$ cat config.mk
export PLATFORM = sky130hd
export DESIGN_NAME = axis_frame_tx
export DESIGN_NICKNAME = d
export VERILOG_FILES = /design/src/rtl/axis_frame_tx_pkg.sv /design/src/rtl/axis_tx_fifo.sv /design/src/rtl/axis_frame_tx.sv
export SDC_FILE = /design/constraint.sdc
export NUM_CORES = 1
export LEC_CHECK = 0
export CAP_MARGIN = 15
export CORE_UTILIZATION = 60
export DETAILED_ROUTE_END_ITERATION = 8
export PLACE_DENSITY = 0.79
export SYNTH_ARGS = -nofsm -noshare
export SYNTH_HDL_FRONTEND = slang
export SYNTH_SLANG_ARGS = --single-unit
export TNS_END_PERCENT = 10
$ cat constraint.sdc
create_clock -name ACLK -period 5.7 [get_ports ACLK]
set_input_delay 1.14 -clock ACLK [delete_from_list [all_inputs] [get_ports ACLK]]
set_output_delay 1.14 -clock ACLK [all_outputs]
set_load 0.01 [all_outputs]
$ cat src/rtl/axis_frame_tx_pkg.sv
// Shared types and default sizing for the AXI-Stream frame transmitter.
package axis_frame_tx_pkg;

  localparam int DefDataWidth = 32;
  localparam int DefDepth     = 16;
  localparam int DefLenWidth  = 16;

  typedef enum logic [1:0] {
    IDLE   = 2'd0,
    SEND   = 2'd1,
    DONE_S = 2'd2
  } txState_e;

endpackage

$ cat src/rtl/axis_tx_fifo.sv
// First-word-fall-through synchronous FIFO feeding the stream output.
// The head word is visible on headData_o whenever the FIFO is non-empty.
module axis_tx_fifo
  import axis_frame_tx_pkg::*;
#(
  parameter int DATA_WIDTH = DefDataWidth,
  parameter int DEPTH      = DefDepth
) (
  input  logic                    ACLK,
  input  logic                    ARESETN,
  input  logic                    push_i,
  input  logic [DATA_WIDTH-1:0]   pushData_i,
  input  logic                    pop_i,
  output logic                    full_o,
  output logic                    empty_o,
  output logic [DATA_WIDTH-1:0]   headData_o,
  output logic [$clog2(DEPTH):0]  count_o
);

  localparam int AW = $clog2(DEPTH);
  localparam logic [AW:0]   CountOne = (AW+1)'(1);
  localparam logic [AW-1:0] PtrOne   = AW'(1);
  localparam logic [AW:0]   CountMax = (AW+1)'(DEPTH);

  logic [DATA_WIDTH-1:0] mem_q [DEPTH];
  logic [AW-1:0]         wrPtr_q;
  logic [AW-1:0]         rdPtr_q;
  logic [AW:0]           count_q;
  logic                  doPush;
  logic                  doPop;

  assign full_o     = (count_q == CountMax);
  assign empty_o    = (count_q == '0);
  assign doPush     = push_i && !full_o;
  assign doPop      = pop_i && !empty_o;
  assign headData_o = mem_q[rdPtr_q];
  assign count_o    = count_q;

  // Storage array; contents are don't-care until written, so no reset.
  always_ff @(posedge ACLK) begin
    if (doPush) begin
      mem_q[wrPtr_q] <= pushData_i;
    end
  end

  // Pointers wrap naturally because DEPTH is a power of two.
  always_ff @(posedge ACLK or negedge ARESETN) begin
    if (!ARESETN) begin
      wrPtr_q <= '0;
      rdPtr_q <= '0;
      count_q <= '0;
    end else begin
      if (doPush) wrPtr_q <= wrPtr_q + PtrOne;
      if (doPop)  rdPtr_q <= rdPtr_q + PtrOne;
      case ({doPush, doPop})
        2'b10:   count_q <= count_q + CountOne;
        2'b01:   count_q <= count_q - CountOne;
        default: count_q <= count_q;
      endcase
    end
  end

endmodule

$ cat src/rtl/axis_frame_tx.sv
// AXI-Stream frame transmitter: words are queued through the load port and
// sent as a frame of FRAME_LEN beats after START, with TLAST on the final beat.
// Optional macro AXIS_TX_UNDERRUN_CNT_EN adds a saturating UNDERRUN_CNT output
// counting SEND cycles spent waiting on an empty FIFO.
module axis_frame_tx
  import axis_frame_tx_pkg::*;
#(
  parameter int DATA_WIDTH = DefDataWidth,
  parameter int DEPTH      = DefDepth,
  parameter int LEN_WIDTH  = DefLenWidth
) (
  input  logic                    ACLK,
  input  logic                    ARESETN,
  input  logic                    LOAD_VALID,
  input  logic [DATA_WIDTH-1:0]   LOAD_DATA,
  output logic                    LOAD_READY,
  input  logic                    START,
  input  logic [LEN_WIDTH-1:0]    FRAME_LEN,
  output logic                    M_AXIS_TVALID,
  output logic [DATA_WIDTH-1:0]   M_AXIS_TDATA,
  output logic                    M_AXIS_TLAST,
  input  logic                    M_AXIS_TREADY,
  output logic                    BUSY,
  output logic                    DONE,
  output logic [$clog2(DEPTH):0]  FIFO_COUNT
`ifdef AXIS_TX_UNDERRUN_CNT_EN
  ,
  output logic [15:0]             UNDERRUN_CNT
`endif
);

  localparam logic [LEN_WIDTH-1:0] LenOne = LEN_WIDTH'(1);

  txState_e              state_q, state_d;
  logic [LEN_WIDTH-1:0]  len_q, len_d;
  logic [LEN_WIDTH-1:0]  beatCnt_q, beatCnt_d;
  logic                  fifoFull;
  logic                  fifoEmpty;
  logic [DATA_WIDTH-1:0] fifoHead;
  logic                  txValid;
  logic                  txLast;
  logic                  handshake;
  logic                  startAccept;

  assign LOAD_READY    = !fifoFull;
  assign handshake     = txValid && M_AXIS_TREADY;
  assign M_AXIS_TVALID = txValid;
  assign M_AXIS_TLAST  = txLast;
  assign M_AXIS_TDATA  = txValid ? fifoHead : '0;
  assign BUSY          = (state_q != IDLE);

  axis_tx_fifo #(
    .DATA_WIDTH (DATA_WIDTH),
    .DEPTH      (DEPTH)
  ) uFifo (
    .ACLK       (ACLK),
    .ARESETN    (ARESETN),
    .push_i     (LOAD_VALID && LOAD_READY),
    .pushData_i (LOAD_DATA),
    .pop_i      (handshake),
    .full_o     (fifoFull),
    .empty_o    (fifoEmpty),
    .headData_o (fifoHead),
    .count_o    (FIFO_COUNT)
  );

  // Frame sequencing: state, latched length and beat counter.
  always_ff @(posedge ACLK or negedge ARESETN) begin
    if (!ARESETN) begin
      state_q   <= IDLE;
      len_q     <= '0;
      beatCnt_q <= '0;
    end else begin
      state_q   <= state_d;
      len_q     <= len_d;
      beatCnt_q <= beatCnt_d;
    end
  end

  // Next-state and stream outputs; zero-length starts are dropped in IDLE.
  always_comb begin
    state_d     = state_q;
    len_d       = len_q;
    beatCnt_d   = beatCnt_q;
    txValid     = 1'b0;
    txLast      = 1'b0;
    DONE        = 1'b0;
    startAccept = 1'b0;
    case (state_q)
      IDLE: begin
        if (START && (FRAME_LEN != '0)) begin
          len_d       = FRAME_LEN;
          beatCnt_d   = '0;
          state_d     = SEND;
          startAccept = 1'b1;
        end
      end
      SEND: begin
        txValid = !fifoEmpty;
        txLast  = txValid && (beatCnt_q == (len_q - LenOne));
        if (handshake) begin
          beatCnt_d = beatCnt_q + LenOne;
          if (txLast) begin
            state_d = DONE_S;
          end
        end
      end
      DONE_S: begin
        DONE    = 1'b1;
        state_d = IDLE;
      end
      default: begin
        state_d = IDLE;
      end
    endcase
  end

`ifdef AXIS_TX_UNDERRUN_CNT_EN
  logic [15:0] underrunCnt_q;

  assign UNDERRUN_CNT = underrunCnt_q;

  // Saturating count of starved SEND cycles, restarted by each accepted frame.
  always_ff @(posedge ACLK or negedge ARESETN) begin
    if (!ARESETN) begin
      underrunCnt_q <= '0;
    end else if (startAccept) begin
      underrunCnt_q <= '0;
    end else if ((state_q == SEND) && fifoEmpty && (underrunCnt_q != 16'hFFFF)) begin
      underrunCnt_q <= underrunCnt_q + 16'd1;
    end
  end
`endif

endmodule

* Yosys cells after proc, flatten, opt, wreduce, memory -nomap -nowiden *
Memory sizes are Yosys's and may differ from the RTL's.
Index checks and enable logic that the tools add are counted.

storage, ports and cells
  output and inout bits = 42
  memory bits (read-only) = 0
  input port bits = 53
  memories = 1
  bits in latches = 0
  bits in registers = 47
  word-level logic and storage cells = 53
  bits in writable memories = 512

memories
  memory       words  bits a word  read ports  clocked after memory_dff  wr ports  RTL line            text
  uFifo.mem_q  16     32           1           0                         1         axis_tx_fifo.sv:25  logic [DATA_WIDTH-1:0] mem_q [DEPTH];

operators by class
  bitwise operators = 0
  mux-type cells = 14
  reductions and logical operators = 17
  eq/ne operators = 9
  order comparisons = 0
  add/subtract/negate cells = 6
  shift-type cells = 0
  $mul = 0
  div/mod/pow operators = 0

operators by type and width
  operator                                              count
  two-way mux 16 bit                                    2
  two-way mux 32 bit                                    1
  case mux 16 bit (2 select lines)                      1
  adder 16 x 1 -> 16 bit (second input constant)        1
  equality test 16 bit                                  1
  nonzero test 16 bit                                   1
  subtractor 16 x 1 -> 16 bit (second input constant)   1
  case mux 5 bit (2 select lines)                       1
  adder 4 x 1 -> 4 bit (second input constant)          2
  logical AND 1 bit                                     6
  two-way mux 2 bit                                     3
  AND reduction 3 bit                                   2
  nonzero test 2 bit                                    3
  adder 5 x 1 -> 5 bit (second input constant)          1
  equality test 5 bit (second input constant)           1
  zero test 5 bit                                       1
  two-way mux 1 bit                                     5
  subtractor 5 x 1 -> 5 bit (second input constant)     1
  equality test 2 x 1 -> 1 bit (second input constant)  2
  equality test 2 bit (second input constant)           2
  inequality test 2 bit (second input constant)         2
  case mux 2 bit (2 select lines)                       1
  zero test 1 bit                                       2
  zero test 2 bit                                       1
  2 further kinds                                       2

* Longest topological paths before layout *
Gate-level depths: netlist (run 1).

  depth after elaboration = 7
  mapped depth = 12
  gate-level depth less buffers = 11

* By module *
A second synthesis (run 1) with hierarchy kept.

second synthesis, totals
  cells, all modules = 1301
  area, all modules = 22736.8 um^2

modules (own cells, without submodules)
  module         times used  cells each  area each (um^2)
  axis_tx_fifo   1           1012        20392.1
  axis_frame_tx  1           289         2344.7

* Least setup slack after synthesis (run 1) *
OpenSTA, ideal clock, no wires.

  kind = input to register
  from = input port LOAD_VALID
  to = memory uFifo.mem_q[3][0] (netlist bit), enable pin
  path slack = 1.351 ns
  buffers on the path = 1
  arrival time = 3.889 ns
  library setup time = 0.461 ns
  data required time = 5.239 ns
  stages = 4
  cell sequence = and2_1 > clkbuf_1 > nand2_1 > nor3_1

between the ends
  longest elaborated chain between the ends = 4

RTL lines
  item                                     RTL line             text
  from (decl)                              axis_frame_tx.sv:14  input logic LOAD_VALID,
  logical AND 1 bit                        axis_frame_tx.sv:58  .push_i (LOAD_VALID && LOAD_READY),
  logical AND 1 bit                        axis_tx_fifo.sv:34   assign doPush = push_i && !full_o;
  two-way mux 1 bit                        axis_tx_fifo.sv:41   if (doPush) begin
  two-way mux 1 bit (not written as such)  axis_tx_fifo.sv:42   mem_q[wrPtr_q] <= pushData_i;
  to (decl)                                axis_tx_fifo.sv:25

No other way between the ends.

* Worst setup path after layout (run 1) *
  from = register len_q[0]
  to = output port M_AXIS_TLAST

between the ends
  longest elaborated chain between the ends = 4

RTL lines
  item                         RTL line              text
  from (decl)                  axis_frame_tx.sv:35   logic [LEN_WIDTH-1:0] len_q, len_d;
  from (signal assigned)       axis_frame_tx.sv:75   len_q <= len_d;
  subtractor 16 x 1 -> 16 bit  axis_frame_tx.sv:100  txLast = txValid && (beatCnt_q == (len_q - LenOne));
  equality test 16 bit         axis_frame_tx.sv:100
  logical AND 1 bit            axis_frame_tx.sv:100
  two-way mux 1 bit            axis_frame_tx.sv:89   case (state_q)
  to (decl)                    axis_frame_tx.sv:21   output logic M_AXIS_TLAST,

No other way between the ends.

==> results of run 1 <==
[layout make-up]
| cell class | count | area (um^2) |
|---|---|---|
| well taps | 468 | 585.6 |
| flip-flops and latches | 559 | 16560 |
| inverters | 9 | 33.78 |
| fillers | 2103 | 10950 |
| diodes | 1 | 2.502 |
| repair buffers | 122 | 1216 |
| clock buffers | 70 | 1390 |
| clock inverters | 25 | 226.5 |
| multi-input cells | 457 | 5558 |
[kinds of logic after synthesis]
group | Yosys count | share of synthesized area
XOR/XNOR | 40 | 0.01573
multiplexers | 161 | 0.1623
buffers and inverters | 68 | 0.01259
flip-flops | 559 | 0.7433
adder cells (fa/ha/maj) | 12 | 0.007080
AO/OA/AOI/OAI | 38 | 0.01090
AND/OR/NAND/NOR | 206 | 0.04810
[state kept, by name (all words and copies together) (netlist names)]
name / flops
len_q: 16
uFifo.mem_q: 512
uFifo.rdPtr_q: 4
uFifo.count_o: 5
uFifo.wrPtr_q: 4
state_q: 2
beatCnt_q: 16
[report_power, final]
part           internal, mW  switching [mW]
clock network          1.82            1.50
registers              4.96           0.430
logic                  2.06            1.83
total                  8.84            3.76
[through the flow]
step | power [mW] | setup slack (ns)
after floorplan | 7.819 | 1.351
after global placement | 9.212 | 1.498
after detailed placement | 9.299 | 1.467
after CTS | 12.66 | 0.8412
after global routing | 13.05 | 0.7120
final | 12.61 | 0.8615
[critical path, stage by stage (launching register included)]
cell and delay, ns:
sky130_fd_sc_hd__dfrtp_1 0.42, sky130_fd_sc_hd__inv_1 0.09, sky130_fd_sc_hd__ha_1 0.22, sky130_fd_sc_hd__or4b_4 0.55, sky130_fd_sc_hd__nor4_2 0.26, sky130_fd_sc_hd__a31oi_1 0.06
sky130_fd_sc_hd__o211a_1 0.22, sky130_fd_sc_hd__or4_4 0.54, sky130_fd_sc_hd__nor3_1 0.16, sky130_fd_sc_hd__clkdlybuf4s50_1 0.57
[final timing paths]
check | end | slack, ns | from | cells past startpoint
worst min-delay path | len_q[15] | 0.51 | len_q[15] | 2
max in group asynchronous | uFifo.rdPtr_q[0] | 4.17 | ARESETN | 1
worst min register to register | len_q[15] | 0.51 | len_q[15] | 2
worst max-delay path | M_AXIS_TLAST | 0.86 | len_q[0] | 9
worst max register to register | uFifo.count_o[4] | 1.92 | uFifo.count_o[0] | 11
min in group asynchronous | uFifo.count_o[0] | 0.74 | ARESETN | 1
[placed cells by master (no fill, tap or decap), types with 3 or more instances in the layout]
| cell type | count |
|---|---|
| sky130_fd_sc_hd__clkinv_2 | 8 |
| sky130_fd_sc_hd__nor2_1 | 19 |
| sky130_fd_sc_hd__and2_1 | 33 |
| sky130_fd_sc_hd__xnor2_1 | 28 |
| sky130_fd_sc_hd__buf_4 | 23 |
| sky130_fd_sc_hd__nor4_1 | 14 |
| sky130_fd_sc_hd__and3_1 | 3 |
| sky130_fd_sc_hd__a21oi_1 | 8 |
| sky130_fd_sc_hd__buf_12 | 4 |
| sky130_fd_sc_hd__clkbuf_16 | 53 |
| sky130_fd_sc_hd__nor3_1 | 9 |
| sky130_fd_sc_hd__edfxtp_1 | 512 |
| sky130_fd_sc_hd__nand4_1 | 8 |
| sky130_fd_sc_hd__ha_1 | 11 |
| sky130_fd_sc_hd__clkbuf_1 | 17 |
| sky130_fd_sc_hd__or3_1 | 5 |
| sky130_fd_sc_hd__nand2_1 | 67 |
| sky130_fd_sc_hd__nor2_4 | 12 |
| sky130_fd_sc_hd__clkdlybuf4s50_1 | 93 |
| sky130_fd_sc_hd__nor3_2 | 5 |
| sky130_fd_sc_hd__nand2b_1 | 3 |
| sky130_fd_sc_hd__o21ai_0 | 12 |
| sky130_fd_sc_hd__dfrtp_1 | 43 |
| sky130_fd_sc_hd__inv_1 | 8 |
| sky130_fd_sc_hd__a31oi_1 | 3 |
| sky130_fd_sc_hd__clkinv_1 | 9 |
| sky130_fd_sc_hd__or4_1 | 3 |
| sky130_fd_sc_hd__mux4_2 | 160 |
| sky130_fd_sc_hd__xor2_1 | 12 |
| sky130_fd_sc_hd__nor4b_1 | 4 |
| sky130_fd_sc_hd__nand3_1 | 7 |
[per-layer routing]
metal  track usage  up-vias
li1              -     4669
met1        0.3620     5865
met2        0.4729      626
met3       0.06004      119
met4        0.1111        2
met5             0        -
==> results, run 1 <==
- The count of different cell masters after synthesis is 52.
- In the final layout, the share of cells above drive strength 1 is 0.2335.
- Summed over all instances, the cell type with the most area after synthesis is sky130_fd_sc_hd__edfxtp_1.
- Buffers inserted during clock tree synthesis total 53.
- The initial antenna violation count is 2.
- Summed over all nets, wire length on met2 after detailed routing comes to 26280 um.
- Entering global routing, the biggest net connects 66 pins.
- The number of buffers added for setup after CTS is 0.
- Across all hold checks on the routed design, the worst slack comes to 0.5121 ns.
- Summed over all nets, wire length on met3 after detailed routing comes to 4201 um.
- The number of nets with antenna violations after detailed routing is 0.
- The fmax is 206.7 MHz.
- For this block, wires on met1 add up to 19120 um.
- Setup repair after global routing left no endpoint under its margin.
- In this run the vertical extent of the chip is 194.6 um.
- The share of flip-flops with an asynchronous set or reset is 0.08408.
- The maximum VDD drop is 0.0003730 V.
- The utilization after layout is 0.7002.
- CTS built an H-tree with a depth of 2.
- The relative area change from synthesis to final layout is 14.85%.
- After floorplanning, the core was sized to cover 36520 um^2.
- The relative slew slack is 0.2403.
- The transition time at the pin with the least slew margin is 1.133 ns.
- The final setup TNS is 0 ns.
- The chip width is 194.6 um.
- Detailed placement ended at an HPWL of 26160 um.
- Setup violations remaining at the end of the flow were counted as 0.
- The total length of routed wires is 51350 um.
- The via count of the first global-routing pass is 11760.
- The post-synthesis sequential element count is 559.
- Of the available clock period, the critical path in the final layout requires 0.8489.
- The worst setup path is captured at a primary output.
- The run finished with clean final reports.
- The via density per instance is 6.593.
- The critical path in this run is classified as reg -> out.
- The mean area per synthesized cell is 20.54 um^2.
- Synthesis handed over a netlist of 1084 instances.
- Synthesis produced a netlist with a net count of 1149.
- 95 I/O pins were placed.
- The power density over the cells is 492.9 nW/um^2.
- The max-slew violation total from the final report is 0.
- The placed instance area is 23930 um^2.
- The combined global-route utilization of all metal layers is 0.2811.
- The number of hold violations in the final report is 0.
- The Yosys step of the flow raised 0 warnings.
- By area the synthesized netlist is led by sky130_fd_sc_hd__edfxtp_1 (69%), sky130_fd_sc_hd__mux4_2 (16%), sky130_fd_sc_hd__dfrtp_1 (5.3%), sky130_fd_sc_hd__nand2_1 (1.1%), sky130_fd_sc_hd__xnor2_1 (1.1%).
- After detailed routing, the average wire length per cell comes to 30.01 um.
- The remaining design rule violation count is 0.
- The peak fanout along the critical path is 10.
- The arrival time of the worst setup path is 3.70 ns.
- The cell sitting at the root of the clock tree is a sky130_fd_sc_hd__clkbuf_16.
- The number of buffer cells added on primary ports is 94.
- The routability-driven placement congestion ratio is 0.8279.
- The die covers 37890 um^2.
- In this run the cell area of the synthesized design comes to 22270 um^2.
- The count of routing violations after the opening detailed-route iteration is 1050.
- Sorting the synthesized cells by how often they occur yields sky130_fd_sc_hd__edfxtp_1 (512), sky130_fd_sc_hd__mux4_2 (160), sky130_fd_sc_hd__nand2_1 (67), sky130_fd_sc_hd__dfrtp_1 (47), sky130_fd_sc_hd__clkbuf_1 (39).
- The prevailing post-synth register cell is sky130_fd_sc_hd__edfxtp_1.
- Row generation in the floorplan step produced 70 rows.
- Once layout is done, the placed cells without fillers occupy 25570 um^2.
- The clock net in this run drives a total of 559 sinks.
- The count of maximum capacitance violations is 0.
- Counting along the longest clock path gives a buffer depth of 3.
- The number of nets at the end of the flow is 1267.
- At the worst endpoint, the required time is 4.56 ns.
- The share of synthesized area in the top cell type comes to 0.6905.
- The min-delay analysis places its worst path in the category reg -> reg.
- The pre-antenna-repair detailed-routing pass consisted of 5 iterations.
- Post-CTS repair changed the size of 0 cells.
- The initial utilization of the core area, before any placement, comes to 0.6097.
- The post-placement cell count is 1614.
- The count of vias placed by the detailed router is 11280.
- The static leakage power is 8.230 nW.
- sky130_fd_sc_hd__edfxtp_1 is the most common cell in the netlist.
- The sum of overflow across all layers after global routing is 0.
- The CTS tree is built.
- The clock latency reported for the late side of the worst-skew pair is 0.62 ns.
- The final setup skew is 0.03056 ns.
- The finished layout holds 1711 standard cells, fillers aside.
- Clock-pin slew was measured on the worst setup and hold paths at 0.06 ns.
- The first global-routing pass estimated 75290 um of wire.
- The synthesized design contains 512 enable-type register cells.
- For this run, the register share of the synthesized area comes to 0.7433.
- The uppermost layer routed is met5.
- After layout, the minimum clock period comes to 4.839 ns.
- The hold-fix buffer count after cts is 0.
- STA classifies the critical path startpoint as a flop.
Power figures use the tool's default switching activity.
==> run 2, diff against run 1 <==
CORE_UTILIZATION = 54   (was 60)
PLACE_DENSITY = 0.75   (was 0.79)
clock period = 3.9 ns   (was 5.7 ns; I/O delays follow)
==> run 2 against run 1 <==
Clock skew down 0.015 ns. Via count about the same. Sequential power up 42%. Largest cell class unchanged.
==> results, run 2 (synthesis gave the netlist of run 1 again) <==
- Clock latency on the worst-skew pair, taken at its later pin, is 0.59 ns.
- The full die area is 42050 um^2.
- Leaving out fill and tap cells, the most frequent cell in the layout is sky130_fd_sc_hd__edfxtp_1.
- The number of levels the H-tree was split into is 2.
- Global routing finished with a remaining overflow of 0.
- The via density per instance is 6.173.
- The remaining design rule violation count is 0.
- Max-cap violations in this run came to 0.
- Between clock sinks in the finished design, the worst skew comes to 0.01599 ns.
- The number of setup violations in the final report is 0.
- Of the cells placed in the final design, the portion with a size suffix greater than 1 is 0.2789.
- The fmax is 261.2 MHz.
- The core region is 40740 um^2.
- The initial antenna violation count is 2.
- The relative slew slack is 0.6155.
- After detailed routing, the average wire length per cell comes to 26.95 um.
- The kind of capture point of the worst setup path is a primary output.
- The number of nets with antenna violations after detailed routing is 0.
- The via count of the first global-routing pass is 11610.
- The largest registers in the layout are uFifo.mem_q (512), beatCnt_q (16), len_q (16).
- The HPWL after detailed placement is 26520 um.
- The max-slew violation total from the final report is 0.
- The setup path with the least slack is of type reg -> out.
- The top cell types in the final layout, fill and taps aside, are sky130_fd_sc_hd__edfxtp_1 (512), sky130_fd_sc_hd__mux4_2 (160), sky130_fd_sc_hd__nand2_1 (67), sky130_fd_sc_hd__clkdlybuf4s50_1 (63), sky130_fd_sc_hd__clkbuf_16 (55).
- The first global-routing pass estimated 72980 um of wire.
- The final-layout fill cell count is 2647.
- Across the VDD grid, the largest voltage drop is 0.0004436 V.
- The analysis attributes to cell leakage a power of 8.758 nW.
- The count of buffers added on input and output ports is 94.
- In this run, the number of DRC markers left after iteration 0 of detailed routing was 1063.
- No sink is reached through more buffers than the 3 on the longest clock path.
- The relative area change from synthesis to final layout is 19.31%.
- The cell with the biggest individual delay on the critical path is sky130_fd_sc_hd__or4_4.
- Total power for the finished layout comes to 19.26 mW.
- The minimum clock period is 3.829 ns.
- Clock tree synthesis selected as its root buffer the cell sky130_fd_sc_hd__clkbuf_16.
- The floorplan step set the die width to 205.1 um.
- In the global route stage, overall resource usage came out at 0.2415.
- The class of the most critical hold timing path is in -> async.
- STA classifies the critical path startpoint as a flop.
- TritonCTS built the clock tree.
- The run finished with clean final reports.
- Traced cell by cell, the critical path runs through inv_2, ha_4, or4b_4, nor4_2, a31oi_1, o211a_1, or4_4, nor3_2, buf_2.
- The power density over the cells is 724.8 nW/um^2.
- The length of the first detailed-routing pass in iterations is 7.
- In this design, the stage delay of the slowest critical-path cell is 0.55 ns.
- 95 I/O pins were placed.
- The arrival time of the worst setup path is 3.05 ns.
- The number of nets at the end of the flow is 1312.
- On the final layout, the worst hold slack is 0.05912 ns.
- The register with the most flip-flops in the layout has 512 of them.
- Ranked by flip-flop count, first place goes to uFifo.mem_q.
- The transition time at the pin with the least slew margin is 0.5750 ns.
- The initial utilization of the core area, before any placement, comes to 0.5466.
- Setup repair after global routing could not meet its margin everywhere.
- The count of vias placed by the detailed router is 11270.
- The final critical-path share of the clock period is 0.9817.
- The data required time of the worst path is 3.12 ns.
- The final layout contains routed wiring with a total length of 49220 um.
- The standard-cell row count is 74.
- The pin count of the biggest net entering global routing is 48.
- The TritonCTS sink count is 559.
- Clock-pin slew was measured on the worst setup and hold paths at 0.06 ns.
- The height of the chip is 205.1 um.
- The peak fanout along the critical path is 6.
- Routability-driven placement finished with a final weighted congestion of 0.8781.
- The number of hold violations in the final report is 0.
- Buffers inserted during clock tree synthesis total 55.
[run 2: area by class of cell]
type	count	area, um^2	area share
Antenna cell	3	7.507	0.0002826
Clock buffer	60	1395	0.05251
Clock inverter	41	412.9	0.01554
Inverter	9	33.78	0.001272
Multi-Input combinational cell	458	5647	0.2125
Sequential cell	559	16560	0.6234
Tap cell	532	665.6	0.02505
Timing Repair Buffer	164	1843	0.06937
[run 2: power breakdown]
part | internal (mW) | total, mW | switching [mW] | leakage [nW]
Sequential | 7.25 | 7.68 | 0.428 | 5.20
Clock | 3.11 | 5.31 | 2.20 | 0.882
Combinational | 3.32 | 6.27 | 2.94 | 2.68
[run 2: stage by stage]
stage / std cells / util / cell area (um^2) / TNS [ns] / setup WS [ns]
floorplan: 1084 / - / 22270 / -5.017 / -0.05325
global placement: 1703 / 0.5986 / 24390 / 0 / 0.09431
detailed placement: 1703 / 0.5986 / 24390 / 0 / 0.02749
CTS: 1820 / 0.6494 / 26450 / -0.07978 / -0.03122
global route: 1825 / 0.6521 / 26570 / -0.07410 / -0.07410
finish: 1826 / 0.6522 / 26570 / 0 / 0.07147
[run 2: worst paths after layout]
path | from | to | slack (ns) | depth (start not counted)
min in group ACLK | len_q[15] | len_q[15] | 0.51 | 2
max in group asynchronous | ARESETN | uFifo.rdPtr_q[2] | 3.33 | 2
min reg2reg | len_q[15] | len_q[15] | 0.51 | 2
max reg2reg | uFifo.count_o[0] | uFifo.count_o[4] | 1.06 | 12
max | len_q[0] | M_AXIS_TLAST | 0.07 | 9
min | ARESETN | uFifo.count_o[4] | 0.06 | 1
[run 2: worst max-delay path: cells and delay by family, from the launching register on]
| kind | cells | cell delay [ns] |
|---|---|---|
| compound gates | 2 | 0.30 |
| fa+ha+maj | 1 | 0.17 |
| simple gates | 4 | 1.36 |
| buf+inv | 2 | 0.23 |
| flops | 1 | 0.39 |
[run 2: routing by layer]
metal | track usage | part of all wire | vias to the layer above
met2 | 0.4123 | 0.51 | 541
met4 | 0.08280 | 0.028 | 0
met3 | 0.03754 | 0.074 | 104
met5 | 0 | 0 | -
met1 | 0.3180 | 0.39 | 5861
li1 | - | - | 4765
[run 2: timing repair]
| item | in CTS | in global routing |
|---|---|---|
| gates resized for setup | 43 | 16 |
| setup endpoints to repair | 31 | 6 |
| gates cloned | 5 | 0 |
| pin swaps | 1 | 2 |
| endpoints found under the hold margin | 0 | 0 |
| setup buffers | 11 | 1 |
| hold buffers | 0 | 0 |
==> run 3, diff against run 2 <==
ABC_AREA = 0   (was default)
CTS_CLUSTER_SIZE = 8   (was default)
==> run 3 against run 2 <==
Routed wire length is 7.1% higher. Cell count is 0.38% higher. Worst setup slack got worse by 0.0019 ns. Power is 5.3% higher. Sequential power about the same. Fmax hardly changed. Clock-buffer cell count up 42.
==> results, run 3 (synthesis gave the netlist of run 1 again) <==
- The switching share of total power is 0.2890.
- Once placement finished, the instance area stood at 24390 um^2.
- The CTS tree is built.
- Timing would allow up to 261.1 MHz.
- In the final routed layout, each cell accounts on average for 28.76 um.
- The share of total power dissipated in combinational logic is 0.310.
- The kind of capture point of the worst setup path is a primary output.
- The final setup skew is 0.01325 ns.
- The most used cell along the critical path is sky130_fd_sc_hd__mux4_2.
- STA classifies the critical path startpoint as a flop.
- Of the cells placed in the final design, the portion with a size suffix greater than 1 is 0.2815.
- After legalization and detailed placement, the total HPWL measured 26520 um.
- The number of nets at the end of the flow is 1337.
- The critical path is of the reg -> out type.
- The sum of overflow across all layers after global routing is 0.
- The max-slew violation total from the final report is 0.
- The library cells used most frequently in the layout, excluding fill and tap cells, are sky130_fd_sc_hd__edfxtp_1 (512), sky130_fd_sc_hd__mux4_2 (160), sky130_fd_sc_hd__clkbuf_16 (82), sky130_fd_sc_hd__nand2_1 (67), sky130_fd_sc_hd__clkdlybuf4s50_1 (62).
- TritonCTS created 80 clock buffers.
- The remaining design rule violation count is 0.
- The flow ran to the end, and the final reports show no timing, DRC or antenna violations.
- The critical path starts at uFifo.rdPtr_q[0].
- Data on the critical path arrives at its endpoint at 3.05 ns.
- The final cell area excluding filler cells is 26970 um^2.
- The via count of the first global-routing pass is 11990.
- The floorplan step defined a die boundary enclosing 42050 um^2.
- The register with the most flip-flops is uFifo.mem_q.
- The standard-cell row count is 74.
- The total length of routed wires is 52710 um.
- Counting along the longest clock path gives a buffer depth of 3.
- The static leakage power is 8.961 nW.
- The worst pin sits at a relative slew slack of 0.5836.
- Setup violations remaining at the end of the flow were counted as 0.
- The class of the most critical hold timing path is in -> async.
- Walking the worst path, the cells encountered are buf_12, bufbuf_16, mux4_2, mux4_2, and2_1, dlygate4sd2_1.
- In the final layout, the registers with the most flip-flops are uFifo.mem_q (512), beatCnt_q (16), len_q (16).
- The length of the first detailed-routing pass in iterations is 5.
- The initial antenna violation count is 1.
- The clock tree root buffer cell is sky130_fd_sc_hd__clkbuf_16.
- Clock latency on the worst-skew pair, taken at its later pin, is 0.59 ns.
- The minimum clock period is 3.830 ns.
- The placeable core region is 40740 um^2.
- The reported net switching power is 5.862 mW.
- The routability-driven placement congestion ratio is 0.8781.
- CTS built an H-tree with a depth of 3.
- Of the total power, registers draw 0.380.
- The first global-routing pass estimated 76730 um of wire.
- The critical path's largest stage delay is 0.54 ns.
- Entering global routing, the biggest net connects 48 pins.
- The start of the worst register-to-register path is uFifo.count_o[0].
- At the end of the flow the core is filled with cells to 0.6619.
- The floorplan step set the die width to 205.1 um.
- The cell with the biggest individual delay on the critical path is sky130_fd_sc_hd__dfrtp_4.
- The register with the most flip-flops in the layout has 512 of them.
- The share of total power dissipated in the clock network is 0.310.
- The height of the chip is 205.1 um.
- Using the TritonRoute via totals, the vias-per-cell ratio works out to 6.338.
- Setup repair after global routing could not meet its margin everywhere.
- Leaving out fill and tap cells, the most frequent cell in the layout is sky130_fd_sc_hd__edfxtp_1.
- STA puts the critical path data required time at 3.12 ns.
- The tool flagged a number of max-cap violations equal to 0.
- After clock tree synthesis, the clock-pin slew on the worst setup and hold paths is 0.05 ns.
- For this design, the sink count on the clock tree is 559.
- The peak fanout along the critical path is 7.
- In the global route stage, overall resource usage came out at 0.2565.
- The number of I/O pins is 95.
- The final critical-path share of the clock period is 0.9822.
- The number of hold violations in the final report is 0.
- The count of buffers added on input and output ports is 94.
- The relative area change from synthesis to final layout is 21.10%.
- The transition time at the pin with the least slew margin is 0.6227 ns.
- The number of nets with antenna violations after detailed routing is 0.
- The routed layout has 11620 vias.
- The first routing iteration left 1162 violations.
- The maximum VDD drop is 0.0005429 V.
- Power spread over the standard cell area amounts to 752.3 nW/um^2.
- The initial cell density of the core is 0.5466.
- Cell internal power was estimated by the tool at 14.42 mW.
## run 3: cell types whose count changed in the layout (fill, tap and decap cells not counted), sizes merged, moves of 3 or more
| cell | before | now |
|---|---|---|
| clkbuf | 60 | 103 |
| clkinv | 26 | 2 |
| dlygate4sd2 | 28 | 21 |
| bufinv | 8 | 2 |
| clkdlybuf4s15 | 0 | 5 |
| clkinvlp | 3 | 0 |
| dlymetal6s2s | 1 | 4 |
## run 3: what timing repair did
item,4_1_cts,5_1_grt
buffers inserted,6,7
pin swaps,1,2
hold buffers,0,0
gates resized for setup,42,18
gates cloned,3,1
endpoints found under the setup margin,31,9
## run 3: cell type report
class | instances | area (um^2)
repair buffers | 164 | 1828
well taps | 532 | 665.6
flip-flops and latches | 559 | 16560
diodes | 1 | 2.502
fillers | 2569 | 13770
clock buffers | 102 | 2106
multi-input cells | 458 | 5629
clock inverters | 8 | 138.9
inverters | 9 | 33.78
## run 3: worst paths after layout
check	to	cells after the start	slack [ns]
min	uFifo.count_o[2]	1	0.06
max	M_AXIS_TDATA[18]	6	0.07
max reg2reg	uFifo.count_o[4]	12	1.05
min in group ACLK	len_q[15]	2	0.50
min reg2reg	len_q[15]	2	0.50
max in group asynchronous	uFifo.rdPtr_q[3]	2	3.33
## run 3: critical path: cells and delay by family, from the launching register on
kind | cells | cell delay [ns]
multiplexers | 2 | 1.03
buffers and inverters | 3 | 0.72
AND/OR/NAND/NOR | 1 | 0.17
flip-flops | 1 | 0.54
## run 3: power by group through the flow
stage          registers, mW  logic, mW  clock network (mW)
2_1_floorplan           7.56       3.86                   0
3_3_place_gp            7.76       6.00                   0
3_5_place_dp            7.80       6.05                   0
4_1_cts                 7.72       6.14                6.36
5_1_grt                 7.76       6.68                6.62
6_report                7.71       6.29                6.29
## run 3: through the flow
stage	std cells	TNS, ns	power [mW]	setup WS (ns)	hold WS (ns)
final	1833	0	20.29	0.06956	0.05778
after floorplan	1084	-5.017	11.43	-0.05325	0.4652
after detailed placement	1703	0	13.86	0.02749	0.4854
after global routing	1833	-0.05404	21.06	-0.05404	0.05233
after CTS	1822	-0.2898	20.23	-0.08252	0.4056
after global placement	1703	0	13.76	0.09431	0.4931
## run 3: routing by layer
metal | GRT usage | wire (um) | share of wire
met2 | 0.4339 | 27440 | 0.52
met5 | 0 | 0 | 0
met4 | 0.09392 | 1343 | 0.025
met3 | 0.04884 | 4112 | 0.078
met1 | 0.3328 | 19820 | 0.38
